==> src/rtl/trax_move_pkg.sv <==
// Shared constants, move-word layout and FSM state type for the TRAX move
// ASCII transmitter.
package trax_move_pkg;

  localparam logic [1:0] TILE_PLUS   = 2'b00;
  localparam logic [1:0] TILE_SLASH  = 2'b01;
  localparam logic [1:0] TILE_BSLASH = 2'b10;

  localparam logic [7:0] CH_AT     = 8'h40;
  localparam logic [7:0] CH_A      = 8'h41;
  localparam logic [7:0] CH_0      = 8'h30;
  localparam logic [7:0] CH_PLUS   = 8'h2B;
  localparam logic [7:0] CH_SLASH  = 8'h2F;
  localparam logic [7:0] CH_BSLASH = 8'h5C;
  localparam logic [7:0] CH_LF     = 8'h0A;
  localparam logic [7:0] CH_CR     = 8'h0D;

  localparam int MV_ROW_LSB  = 0;
  localparam int MV_COL_LSB  = 10;
  localparam int MV_TILE_LSB = 20;
  localparam int MV_W        = 22;
  localparam int COL_MAX     = 702;

  typedef enum logic [3:0] {
    ST_IDLE, ST_CHECK, ST_CONV, ST_COL1, ST_COL2,
    ST_ROWD, ST_TILE, ST_CR, ST_EOL, ST_DONE
  } state_e;

  function automatic logic [7:0] tile_char(input logic [1:0] tile);
    case (tile)
      TILE_SLASH:  return CH_SLASH;
      TILE_BSLASH: return CH_BSLASH;
      default:     return CH_PLUS;
    endcase
  endfunction

endpackage

==> src/rtl/move_ascii_tx_bin2bcd_seq.sv <==
// Sequential double-dabble: one shift per cycle after load, producing four
// BCD digits (thousands first) and a ready flag once all bits are consumed.
module bin2bcd_seq #(
  parameter int ROW_W = 10
) (
  input  logic             clock,
  input  logic             reset,
  input  logic             load,
  input  logic [ROW_W-1:0] bin,
  output logic [3:0][3:0]  digits,
  output logic             ready
);

  localparam int SR_W  = 16 + ROW_W;
  localparam int CNT_W = $clog2(ROW_W + 1);

  logic [SR_W-1:0]  sr_q, sr_d;
  logic [CNT_W-1:0] cnt_q, cnt_d;

  function automatic logic [SR_W-1:0] dabble(input logic [SR_W-1:0] s);
    logic [SR_W-1:0] t;
    t = s;
    for (int i = 0; i < 4; i++) begin
      if (t[ROW_W+4*i +: 4] >= 4'd5)
        t[ROW_W+4*i +: 4] = t[ROW_W+4*i +: 4] + 4'd3;
    end
    return t << 1;
  endfunction

  always_comb begin
    sr_d  = sr_q;
    cnt_d = cnt_q;
    if (load) begin
      sr_d  = {16'd0, bin};
      cnt_d = CNT_W'(ROW_W);
    end else if (cnt_q != '0) begin
      sr_d  = dabble(sr_q);
      cnt_d = cnt_q - CNT_W'(1);
    end
  end

  always_ff @(posedge clock) begin
    if (reset) begin
      sr_q  <= '0;
      cnt_q <= '0;
    end else begin
      sr_q  <= sr_d;
      cnt_q <= cnt_d;
    end
  end

  assign digits = sr_q[SR_W-1 -: 16];
  assign ready  = (cnt_q == '0);

endmodule

==> src/rtl/move_ascii_tx.sv <==
// Streams a binary TRAX move as "<col letters><row digits><tile>\n" over a
// valid/ready byte port. Define MOVE_TX_CRLF_EN to emit CR before the LF.
module move_ascii_tx
  import trax_move_pkg::*;
#(
  parameter int COL_W       = 10,
  parameter int ROW_W       = 10,
  parameter int CONV_CYCLES = 27
) (
  input  logic            clock,
  input  logic            reset,
  input  logic            start,
  input  logic [MV_W-1:0] move,
  output logic [7:0]      byte_data,
  output logic            byte_valid,
  input  logic            byte_ready,
  output logic            busy,
  output logic            done,
  output logic            error
);

  localparam int CW = $clog2(CONV_CYCLES + 1);

  state_e           state_q, state_d;
  logic [COL_W-1:0] col_q, col_d, rem_q, rem_d;
  logic [4:0]       quo_q, quo_d;
  logic [1:0]       tile_q, tile_d, dig_q, dig_d, ndig_m1;
  logic [CW-1:0]    cnt_q, cnt_d;
  logic [7:0]       data_q, data_d, col1_byte, cur_byte;
  logic             valid_q, valid_d, busy_q, busy_d, done_q, done_d, error_q, error_d;
  logic             bcd_load, bcd_ready, two_letters;
  logic [3:0][3:0]  digits;
  logic [COL_W-1:0] col_in;

  assign col_in = move[MV_COL_LSB +: COL_W];

  bin2bcd_seq #(.ROW_W(ROW_W)) u_bcd (
    .clock  (clock),
    .reset  (reset),
    .load   (bcd_load),
    .bin    (move[MV_ROW_LSB +: ROW_W]),
    .digits (digits),
    .ready  (bcd_ready)
  );

  // Leading-zero suppression: index of the most significant digit to send.
  always_comb begin
    if (digits[3] != 4'd0)      ndig_m1 = 2'd3;
    else if (digits[2] != 4'd0) ndig_m1 = 2'd2;
    else if (digits[1] != 4'd0) ndig_m1 = 2'd1;
    else                        ndig_m1 = 2'd0;
  end

  assign two_letters = (col_q > COL_W'(26));

  always_comb begin
    if (col_q == '0)      col1_byte = CH_AT;
    else if (two_letters) col1_byte = CH_A + {3'd0, quo_q} - 8'd1;
    else                  col1_byte = CH_A + 8'(col_q) - 8'd1;
  end

  always_comb begin
    case (state_q)
      ST_COL1: cur_byte = col1_byte;
      ST_COL2: cur_byte = CH_A + 8'(rem_q);
      ST_ROWD: cur_byte = CH_0 + {4'd0, digits[dig_q]};
      ST_TILE: cur_byte = tile_char(tile_q);
      ST_CR:   cur_byte = CH_CR;
      default: cur_byte = CH_LF;
    endcase
  end

  always_comb begin
    state_d  = state_q;
    col_d    = col_q;
    rem_d    = rem_q;
    quo_d    = quo_q;
    tile_d   = tile_q;
    cnt_d    = cnt_q;
    dig_d    = dig_q;
    data_d   = data_q;
    valid_d  = valid_q;
    busy_d   = busy_q;
    done_d   = 1'b0;
    error_d  = 1'b0;
    bcd_load = 1'b0;

    // (col-1) div/mod 26 by repeated subtraction, runs through CHECK and CONV.
    if ((state_q == ST_CHECK || state_q == ST_CONV) && rem_q >= COL_W'(26)) begin
      rem_d = rem_q - COL_W'(26);
      quo_d = quo_q + 5'd1;
    end

    case (state_q)
      ST_IDLE: begin
        if (start) begin
          state_d  = ST_CHECK;
          busy_d   = 1'b1;
          bcd_load = 1'b1;
          col_d    = col_in;
          rem_d    = (col_in == '0) ? '0 : col_in - COL_W'(1);
          quo_d    = '0;
          tile_d   = move[MV_TILE_LSB +: 2];
        end
      end
      ST_CHECK: begin
        if (tile_q == 2'b11 || col_q > COL_W'(COL_MAX)) begin
          error_d = 1'b1;
          busy_d  = 1'b0;
          state_d = ST_IDLE;
        end else begin
          state_d = ST_CONV;
          cnt_d   = '0;
        end
      end
      ST_CONV: begin
        cnt_d = cnt_q + CW'(1);
        if (cnt_q == CW'(CONV_CYCLES - 1) && bcd_ready) begin
          state_d = ST_COL1;
          valid_d = 1'b1;
          data_d  = col1_byte;
        end
      end
      ST_DONE: state_d = ST_IDLE;
      default: begin
        // Byte states: present one byte, then advance on its transfer.
        if (!valid_q) begin
          valid_d = 1'b1;
          data_d  = cur_byte;
        end else if (byte_ready) begin
          valid_d = 1'b0;
          case (state_q)
            ST_COL1: begin
              state_d = two_letters ? ST_COL2 : ST_ROWD;
              dig_d   = ndig_m1;
            end
            ST_COL2: begin
              state_d = ST_ROWD;
              dig_d   = ndig_m1;
            end
            ST_ROWD: begin
              if (dig_q == 2'd0) state_d = ST_TILE;
              else               dig_d   = dig_q - 2'd1;
            end
`ifdef MOVE_TX_CRLF_EN
            ST_TILE: state_d = ST_CR;
            ST_CR:   state_d = ST_EOL;
`else
            ST_TILE: state_d = ST_EOL;
`endif
            default: begin
              state_d = ST_DONE;
              done_d  = 1'b1;
              busy_d  = 1'b0;
            end
          endcase
        end
      end
    endcase
  end

  always_ff @(posedge clock) begin
    if (reset) begin
      state_q <= ST_IDLE;
      col_q   <= '0;
      rem_q   <= '0;
      quo_q   <= '0;
      tile_q  <= '0;
      cnt_q   <= '0;
      dig_q   <= '0;
      data_q  <= '0;
      valid_q <= 1'b0;
      busy_q  <= 1'b0;
      done_q  <= 1'b0;
      error_q <= 1'b0;
    end else begin
      state_q <= state_d;
      col_q   <= col_d;
      rem_q   <= rem_d;
      quo_q   <= quo_d;
      tile_q  <= tile_d;
      cnt_q   <= cnt_d;
      dig_q   <= dig_d;
      data_q  <= data_d;
      valid_q <= valid_d;
      busy_q  <= busy_d;
      done_q  <= done_d;
      error_q <= error_d;
    end
  end

  assign byte_data  = data_q;
  assign byte_valid = valid_q;
  assign busy       = busy_q;
  assign done       = done_q;
  assign error      = error_q;

endmodule

==> config.mk <==
export PLATFORM = sky130hd
export DESIGN_NAME = move_ascii_tx
export DESIGN_NICKNAME = d
export VERILOG_FILES = /design/src/rtl/trax_move_pkg.sv /design/src/rtl/move_ascii_tx_bin2bcd_seq.sv /design/src/rtl/move_ascii_tx.sv
export SDC_FILE = /design/constraint.sdc
export NUM_CORES = 1
export LEC_CHECK = 0
export CORE_MARGIN = 10
export CORE_UTILIZATION = 30
export CTS_CLUSTER_DIAMETER = 40
export DETAILED_ROUTE_END_ITERATION = 6
export PLACE_DENSITY_LB_ADDON = 0.08
export SETUP_SLACK_MARGIN = 0.5
export SLEW_MARGIN = 20
export SYNTH_ARGS = -nofsm -noshare
export SYNTH_HDL_FRONTEND = slang
export SYNTH_SLANG_ARGS = --single-unit
==> constraint.sdc <==
create_clock -name clock -period 2.1 [get_ports clock]
set_input_delay 0.21 -clock clock [delete_from_list [all_inputs] [get_ports clock]]
set_output_delay 0.21 -clock clock [all_outputs]
set_load 0.005 [all_outputs]
* After elaboration in Yosys (flattened, before gate mapping)
Cells that the tools add are included.
** Word-level totals
- Flip-flop bits (word level) :: 80
- Input bits :: 26
- Output and inout bits :: 12
- Logic and storage cells :: 155
** Cells by class
- Add/subtract/negate cells :: 16
- Order comparisons :: 8
- Eq/ne operators :: 20
- Multiplexer cells :: 54
- Bitwise logic cells :: 6
- Reductions and logical operators :: 35
** Operator list (number)
- 10-bit two-way mux :: 6
- 4-bit two-way mux :: 11
- 8-bit case mux with 5 select lines :: 1
- 8-bit two-way mux :: 4
- 4-bit case mux with 4 select lines :: 2
- 10-bit logical NOT :: 2
- 5-bit two-way mux :: 4
- 7-bit by 8-bit adder with 8-bit output (first input constant) :: 2
- 4-bit by 3-bit == test with 1-bit output (second input constant) :: 4
- 4-bit by 3-bit >= comparator with 1-bit output (second input constant) :: 4
- 8-bit case mux with 2 select lines :: 1
- 4-bit nonzero test :: 4
- 8-bit by 1-bit subtractor with 8-bit output (second input constant) :: 2
- 1-bit two-way mux :: 14
- 7-bit case mux with 2 select lines :: 1
- 4-bit by 2-bit adder with 4-bit output (second input constant) :: 3
- 5-bit by 1-bit adder with 5-bit output (second input constant) :: 2
- 10-bit by 5-bit >= comparator with 1-bit output (second input constant) :: 1
- 10-bit > comparator (second input constant) :: 1
- 10-bit by 5-bit > comparator with 1-bit output (second input constant) :: 1
- 5-bit case mux with 2 select lines :: 1
- 5-bit AND reduction :: 2
- 5-bit nonzero test :: 2
- 10-bit by 1-bit subtractor with 10-bit output (second input constant) :: 1
- other kinds (37) :: 63

* Longest topological paths before layout
Gate-level depths: netlist of the first run.
- Depth after elaboration :: 7
- Depth in mapped cells :: 8
- Mapped depth without buffers :: 7

* By module
Synthesis of the first run repeated with hierarchy kept, for this count alone.
** Second synthesis, totals
- Cells, all modules :: 623
- Area total of the unflattened synthesis :: 5006.1 um^2
** Modules (own cells, without submodules)
- move_ascii_tx :: instances 1, cells an instance 416, area each 3334.4 um^2
- bin2bcd_seq :: instances 1, cells an instance 207, area each 1671.6 um^2

* Worst setup path before layout of the first run
OpenSTA, ideal clock, no wires.
- Path type :: register -> register
- Start point :: reg col_q[6]
- End point :: reg data_q[3], in the netlist byte_data[3]
- Setup time :: 0.091 ns
- Arrival time :: 1.843 ns
- Data required time :: 2.009 ns
- Path slack :: 0.167 ns
- Stages on the path, launching flop included :: 8
- Path buffers :: 0
- Cell sequence :: dfxtp_1 > inv_1 > ha_1 > nor4bb_1 > nand4_1 > mux2i_1 > o221ai_1 > a311oi_1
** Between the ends
- Word-level cells in the longest chain between the ends :: 6
** Ends and longest elaborated chain
- from (decl) :: line move_ascii_tx.sv:25 : logic [COL_W-1:0] col_q, col_d, rem_q, rem_d;
- from (signal assigned) :: line move_ascii_tx.sv:178 : col_q <= col_d;
- 10-bit by 5-bit > comparator with 1-bit output :: line move_ascii_tx.sv:54 : assign two_letters = (col_q > COL_W'(26));
- 8-bit two-way mux :: line move_ascii_tx.sv:58 : else if (two_letters) col1_byte = CH_A + {3'd0, quo_q} - 8'd1;
- 8-bit two-way mux (*) :: line move_ascii_tx.sv:57 : if (col_q == '0) col1_byte = CH_AT;
- 8-bit case mux with 5 select lines :: line move_ascii_tx.sv:63 : case (state_q)
- 8-bit two-way mux :: line move_ascii_tx.sv:127 : if (!valid_q) begin
- 8-bit case mux with 2 select lines (*) :: line move_ascii_tx.sv:94 : case (state_q)
- to (signal assigned) :: line move_ascii_tx.sv:184 : data_q <= data_d;
- to (decl) :: line move_ascii_tx.sv:29 : logic [7:0] data_q, data_d, col1_byte, cur_byte;
Every way passes the cells marked *; elsewhere a longest branch is shown, timed or not. The select of a mux whose other input is x is not followed.
A chain may end at the register's enable or synchronous reset.

* Worst setup path in the final report of the first run
- Start point :: reg u_bcd.cnt_q[2]
- End point :: reg data_q[3], in the netlist byte_data[3]
** Between the ends
- Word-level cells in the longest chain between the ends :: 4
** Ends and longest elaborated chain
- from (decl) :: line move_ascii_tx_bin2bcd_seq.sv:18 : logic [CNT_W-1:0] cnt_q, cnt_d;
- from (signal assigned) :: line move_ascii_tx_bin2bcd_seq.sv:48 : cnt_q <= cnt_d;
- 4-bit logical NOT :: line move_ascii_tx_bin2bcd_seq.sv:53 : assign ready = (cnt_q == '0);
- 1-bit logical AND :: line move_ascii_tx.sv:118 : if (cnt_q == CW'(CONV_CYCLES - 1) && bcd_ready) begin
- 2-bit by 1-bit != test with 1-bit output (no line)
- 3-bit AND reduction (no line)
No other way between the ends.

==> results of run 1 <==
[metal layers]
metal,up-vias,track usage [%]
met2,87,23.4
met3,13,3.36
met4,0,3.47
met1,2346,17.6
met5,-,0
li1,2428,-
[layout make-up]
class | instances | area share (%)
multi-input cells | 463 | 48.8
flip-flops and latches | 80 | 22.6
repair buffers | 147 | 18.6
well taps | 216 | 3.70
clock buffers | 11 | 3.32
inverters | 29 | 1.58
clock inverters | 5 | 1.42
[Yosys cell counts, drive strengths merged, types with 4 or more instances]
library cell | n | share of area (%)
dfxtp | 80 | 33
nand2 | 80 | 6.1
nor2 | 66 | 5.1
a21oi | 44 | 4.5
inv | 29 | 2.2
o21ai | 28 | 3.3
ha | 27 | 6.9
clkbuf | 23 | 2.0
nand3 | 16 | 1.6
xnor2 | 16 | 2.9
nor3 | 15 | 1.6
a211oi | 14 | 2.1
a311oi | 14 | 2.6
buf | 12 | 1.4
mux2i | 11 | 2.2
xor2 | 11 | 2.0
nand2b | 10 | 1.3
o22ai | 9 | 1.1
nor4 | 7 | 0.89
a31oi | 6 | 0.77
and2 | 6 | 0.77
nand4 | 6 | 0.89
o31ai | 6 | 0.92
nor3b | 5 | 0.87
or4 | 5 | 0.92
and3 | 4 | 0.51
mux4 | 4 | 1.8
[registers in the layout, indices dropped and copies added, names as in the netlist]
signal	count
busy	1
byte_valid	1
tile_q	2
state_q	4
u_bcd.cnt_q	4
quo_q	5
u_bcd.sr_q	26
cnt_q	5
dig_q	2
done	1
byte_data	8
error	1
rem_q	10
col_q	10
[power by group]
part / internal [mW] / switching, mW / leakage (nW) / total (mW)
Combinational: 2.46 / 2.54 / 1.90 / 5.01
Sequential: 1.88 / 0.382 / 0.665 / 2.26
Clock: 1.19 / 0.646 / 0.170 / 1.84
Total: 5.53 / 3.57 / 2.74 / 9.11
[worst register-to-register path: stages (launching register included)]
cell	delay, ps
dfxtp_4	340
or4_4	560
nor2_4	200
o2bb2ai_4	200
buf_6	180
nor2_1	50
a311oi_1	260
[final timing paths]
path | startpoint | to | slack (ps) | depth (start not counted)
min reg2reg | u_bcd.sr_q[9] | u_bcd.sr_q[10] | 450 | 2
min | move[18] | col_q[8] | 300 | 4
max reg2reg | u_bcd.cnt_q[2] | byte_data[3] | 220 | 6
max | u_bcd.cnt_q[2] | byte_data[3] | 220 | 6
[logic make-up after synthesis]
kind of cell | share of synthesized area [%]
AND/OR/NAND/NOR | 24.1
AO/OA/AOI/OAI | 21.1
flip-flops | 32.7
buffers and inverters | 5.61
XOR/XNOR | 4.82
adder cells (fa/ha/maj) | 6.89
multiplexers | 4.77
[metrics by stage]
| stage | std cells | instance area (sq um) | TNS, ps | power (mW) |
|---|---|---|---|---|
| 2_1_floorplan | 607 | 5010 | 0 | 4.44 |
| 3_3_place_gp | 873 | 5830 | -50.2 | 5.50 |
| 3_5_place_dp | 873 | 5830 | -559 | 5.52 |
| 4_1_cts | 928 | 6860 | 0 | 8.35 |
| 5_1_grt | 951 | 7310 | 0 | 9.67 |
| 6_report | 951 | 7310 | 0 | 9.11 |
[repair_timing]
action / CTS / global route
endpoints found under the setup margin: 76 / 57
pin swaps: 39 / 37
gates resized for setup: 103 / 57
gates cloned: 0 / 2
setup buffers: 39 / 21
==> metrics.cfg, run 1 <==
[logic_synthesis]
ys_types = 73
syn_nets = 660
async_reset_ff_share_pct = 0
syn-instance-count = 607
synth_flop_cell = dfxtp_1
yosys_warnings = 0
synth_edf_count = 0
syn_area_sq_um = 4900
avgSynthCellArea_sq_um = 8.08
ys_ff_latch = 80
synth_seq_area_share_pct = 32.7

[clocking]
ctsHtreeMaxLevel = 3
clock-root-buffer = clkbuf_16
cts.sinks = 80
insertion_delay_ps = 340
cts.hold.buffers_added = 0
cts_tree = built
cts_buffers = 9
cts_buffer_depth = 2
path_clk_slew_ps = 60

[sta]
period_share_pct = 89.7
finalMaxSlewViolations = 0
worstMarginPinSlew_ps = 612
final_hold_viol_count = 0
fin_skew_ps = 7.15
clock.fmax_mhz = 531
period_minus_slack_ps = 1880
final-setup-viol-count = 0
layout_setup_ws_ps = 216
worst_hold_slack_ps = 301
slew_headroom_pct = 58.2
rsz0062_at_grt = yes

[drt]
dr.pass1.iters = 4
drt_wl_total_mm = 16.0
drt_iter0_markers = 250
wl_met3_microns = 651
wl_per_cell_microns = 16.8
vias = 4874
avgViaCountPerCell = 5.13
wl_met1_mm = 7.30
drc = 0
ant_nets = 0
wl_met2_mm = 7.81
top_layer_used = met4

[floorplanning]
initial_core_util_pct = 30.8
die_area_sq_um = 21900
ios = 38
rows = 46
die_x_microns = 148
core_area_sq_um = 15900
fp.dieH_microns = 148

[pwr]
p_leak_nw = 2.74
power.density_nw_per_um2 = 1250
vdd_drop_max_mv = 0.863

[finish]
multiInputGateArea_sq_um = 3560
seqCellArea_sq_um = 1650
drive_gt1_share_pct = 34.7
diodes = 0
final_util_pct = 45.8
finalNetCount = 783
area_growth_pct = 49.0
nFillCells = 1602
final_cell_mix = 77 x nand2_1, 77 x buf_4, 57 x nor2_1

[placed_design]
port_buffers = 37
dp_hpwl_mm = 10.9
place_ws_ps = -107
routabilityCongestion = 0.830

[critical_path]
cp_num_buf_inv = 1
critical_path_class = reg2reg
cp-start-kind = flip-flop
max_stage_delay_ps = 560
cpMaxStageDelayCell = or4_4
crit_chain = or4_4, nor2_4, o2bb2ai_4, buf_6, nor2_1, a311oi_1
critPathTopFamily = simple AND/OR/NAND/NOR gates
cp_max_fo = 7
cp-end-kind = flip-flop
worst_ep_arrival_time_ps = 2130
worstPathRequired_ps = 2350

[grt]
grt_pass1_vias = 4792
grt_max_degree = 32
grt_pass1_wl_mm = 24.9
antenna_found_initial = 0
grt_usage_pct = 14.0
overflow = 0

[outcome]
status = finished clean

[hold_path]
worstHoldPathType = in2reg

[flow_run]
cap_violations = 0

Power figures use the tool's default switching activity.
==> inputs of run 2 (changes only) <==
ABC_AREA = 1   (was not set)
DONT_BUFFER_PORTS = 1   (was not set)
==> run 2 against run 1 <==
  * The flow now finishes with violations (negative hold slack)
  * Final cell count increased by 3.2%
  * Combinational power decreased by 13%
  * Largest power group unchanged
  * Area after synthesis increased by 0.79%
  * Synthesized cell count increased by 21%
  * Via count decreased by 0.96%
==> metrics.cfg, run 2 <==
[critical_path]
reg2regPathDepth = 7
cp-start-kind = flip-flop
timing.rr.end = u_bcd.sr_q[1]
cp-end-kind = flip-flop
critical_path_class = reg2reg
cp_max_fo = 12
max_stage_delay_ps = 400
cpMaxStageDelayCell = dfxtp_2
worst_ep_arrival_time_ps = 1780
crit_chain = nor2_4, buf_12, nand3_4, clkinvlp_4, or2_2, o211ai_1, a21oi_1
r2r_setup_slack_ps = 570
regToRegStartpoint = state_q[3]
worstPathRequired_ps = 2340

[sta]
final-setup-viol-count = 0
period_share_pct = 73.1
final_hold_viol_count = 15
tns_ps = 0
period_minus_slack_ps = 1530
slew_headroom_pct = 70.0
rsz0062_at_grt = yes
worstMarginPinSlew_ps = 445
worst_hold_slack_ps = -80.4
clock.fmax_mhz = 651
finalMaxSlewViolations = 0
fin_skew_ps = 8.03

[grt]
grt_pass1_wl_mm = 24.7
grt_max_degree = 31
overflow = 0
grt_usage_pct = 14.1
antenna_found_initial = 1
grt_pass1_vias = 4514

[clocking]
cts.sinks = 80
cts_buffers = 9
clock-root-buffer = clkbuf_16
insertion_delay_ps = 350
cts.hold.buffers_added = 2
path_clk_slew_ps = 70
cts_tree = built
cts_buffer_depth = 2
ctsHtreeMaxLevel = 3

[logic_synthesis]
async_reset_ff_share_pct = 0
yosys-top-cells-area = dfxtp_1 32%, nand2_1 10%, nand3_1 7.3%, o21ai_0 7.1%, ha_1 6.8%
synthTopCellsByCount = 138 x nand2_1, 86 x inv_1, 80 x dfxtp_1
ys_ff_latch = 80
syn-instance-count = 733
yosys_warnings = 0
avgSynthCellArea_sq_um = 6.74
syn_nets = 786
synth_seq_area_share_pct = 32.4
synth_edf_count = 0
synth_flop_cell = dfxtp_1
syn_area_sq_um = 4940
ys_types = 40
yosysMostFrequentCell = nand2_1
synth_top_area_share_pct = 32.4
yosysTopAreaCell = dfxtp_1

[floorplanning]
core_area_sq_um = 16000
initial_core_util_pct = 30.9
ios = 38
die_area_sq_um = 22000
fp.dieH_microns = 148
die_x_microns = 148
rows = 46

[finish]
largestRegisters = u_bcd.sr_q x26, col_q x10, rem_q x10
area_growth_pct = 21.7
largest_reg_flops = 26
final_util_pct = 37.6
multiInputGateArea_sq_um = 3120
nFillCells = 1745
diodes = 0
final_cell_mix = 125 x nand2_1, 77 x inv_1, 66 x nand3_1, 66 x dfxtp_1, 60 x o21ai_0
drive_gt1_share_pct = 19.1
finalNetCount = 813
seqCellArea_sq_um = 1630
layout_commonest_cell = nand2_1
largest_register = u_bcd.sr_q

[outcome]
violations = negative hold slack
status = finished with violations

[pwr]
vdd_drop_max_mv = 0.512
power.density_nw_per_um2 = 1420
p_leak_nw = 2.53

[drt]
drt_wl_total_mm = 15.7
drc = 0
avgViaCountPerCell = 4.92
drt_iter0_markers = 222
ant_nets = 0
vias = 4827
dr.pass1.iters = 5
wl_per_cell_microns = 16.0

[hold_path]
holdPathEnd = cnt_q[1]
hold_depth = 1
worstHoldPathType = in2reg
min-delay-start = reset

[placed_design]
routabilityCongestion = 0.853
port_buffers = 0
dp_hpwl_mm = 11.6

[flow_run]
cap_violations = 0

-- run 2: cell count changes after synthesis, sizes merged, moves of 8 or more --
cell | before | now
mux2i | 11 | 0
nand2b | 10 | 0
a311oi | 14 | 0
inv | 29 | 91
clkbuf | 23 | 12
nand2 | 80 | 145
o21ai | 28 | 76
a21oi | 44 | 59
nand3 | 16 | 75
a211oi | 14 | 2
nor2 | 66 | 76
o22ai | 9 | 1
xnor2 | 16 | 2
-- run 2: cell families after synthesis --
| family | Yosys count | share of synthesized area [%] |
|---|---|---|
| AO/OA/AOI/OAI | 164 | 17.8 |
| flip-flops | 80 | 32.4 |
| buffers and inverters | 117 | 9.62 |
| AND/OR/NAND/NOR | 327 | 30.1 |
| XOR/XNOR | 18 | 3.19 |
| adder cells (fa/ha/maj) | 27 | 6.84 |
-- run 2: per-stage QoR --
step | hold WS (ps) | area [sq um] | power [mW] | instances | setup WS [ps]
floorplan | 316 | 4940 | 5.06 | 733 | 612
global placement | 286 | 5160 | 5.92 | 935 | 269
detailed placement | 286 | 5160 | 5.94 | 935 | 281
CTS | -96.4 | 5680 | 8.03 | 965 | 492
global route | -99.0 | 6010 | 9.21 | 981 | 474
finish | -80.4 | 6010 | 8.53 | 981 | 565
-- run 2: what timing repair did --
| action | in CTS | in global routing |
|---|---|---|
| endpoints found under the setup margin | 65 | 53 |
| pin swaps | 7 | 23 |
| gates cloned | 1 | 2 |
| setup buffers | 11 | 14 |
| resized for setup | 32 | 79 |
| endpoints found under the hold margin | 17 | 16 |
-- run 2: layout make-up --
type | instances | area share, %
repair buffers | 36 | 5.06
flip-flops and latches | 80 | 27.1
multi-input cells | 538 | 51.9
clock buffers | 9 | 3.74
well taps | 216 | 4.49
repair inverters | 1 | 0.0832
clock inverters | 7 | 1.35
inverters | 94 | 6.24
-- run 2: power by group --
part	switching (mW)	internal, mW	total (mW)
Sequential	0.502	2.04	2.54
Clock	0.707	0.936	1.64
Combinational	2.72	1.63	4.35
Total	3.93	4.60	8.53
-- run 2: routing by layer --
metal  global-route usage [%]  vias up  part of all wire (%)
met3                     3.70       18                   4.3
li1                         -     2489                     -
met2                     22.1       74                    46
met1                     18.3     2246                    48
met4                     4.86        0                   1.7
met5                        0        -                     0
-- run 2: worst max-delay path: cells and delay by family (launching register included) --
kind,cells,cell delay [ps]
buf+inv,2,310
flops,1,400
compound gates,2,170
simple gates,3,540
-- run 2: worst max path at each step --
stage,start,to,cells after the start
5_1_grt,col_q[2],byte_data[2],9
3_3_place_gp,rem_q[0],rem_q[9],12
2_1_floorplan,dig_q[0],state_q[1],8
3_5_place_dp,u_bcd.cnt_q[1],u_bcd.sr_q[20],9
4_1_cts,state_q[3],dig_q[0],6
6_report,state_q[3],u_bcd.sr_q[1],7
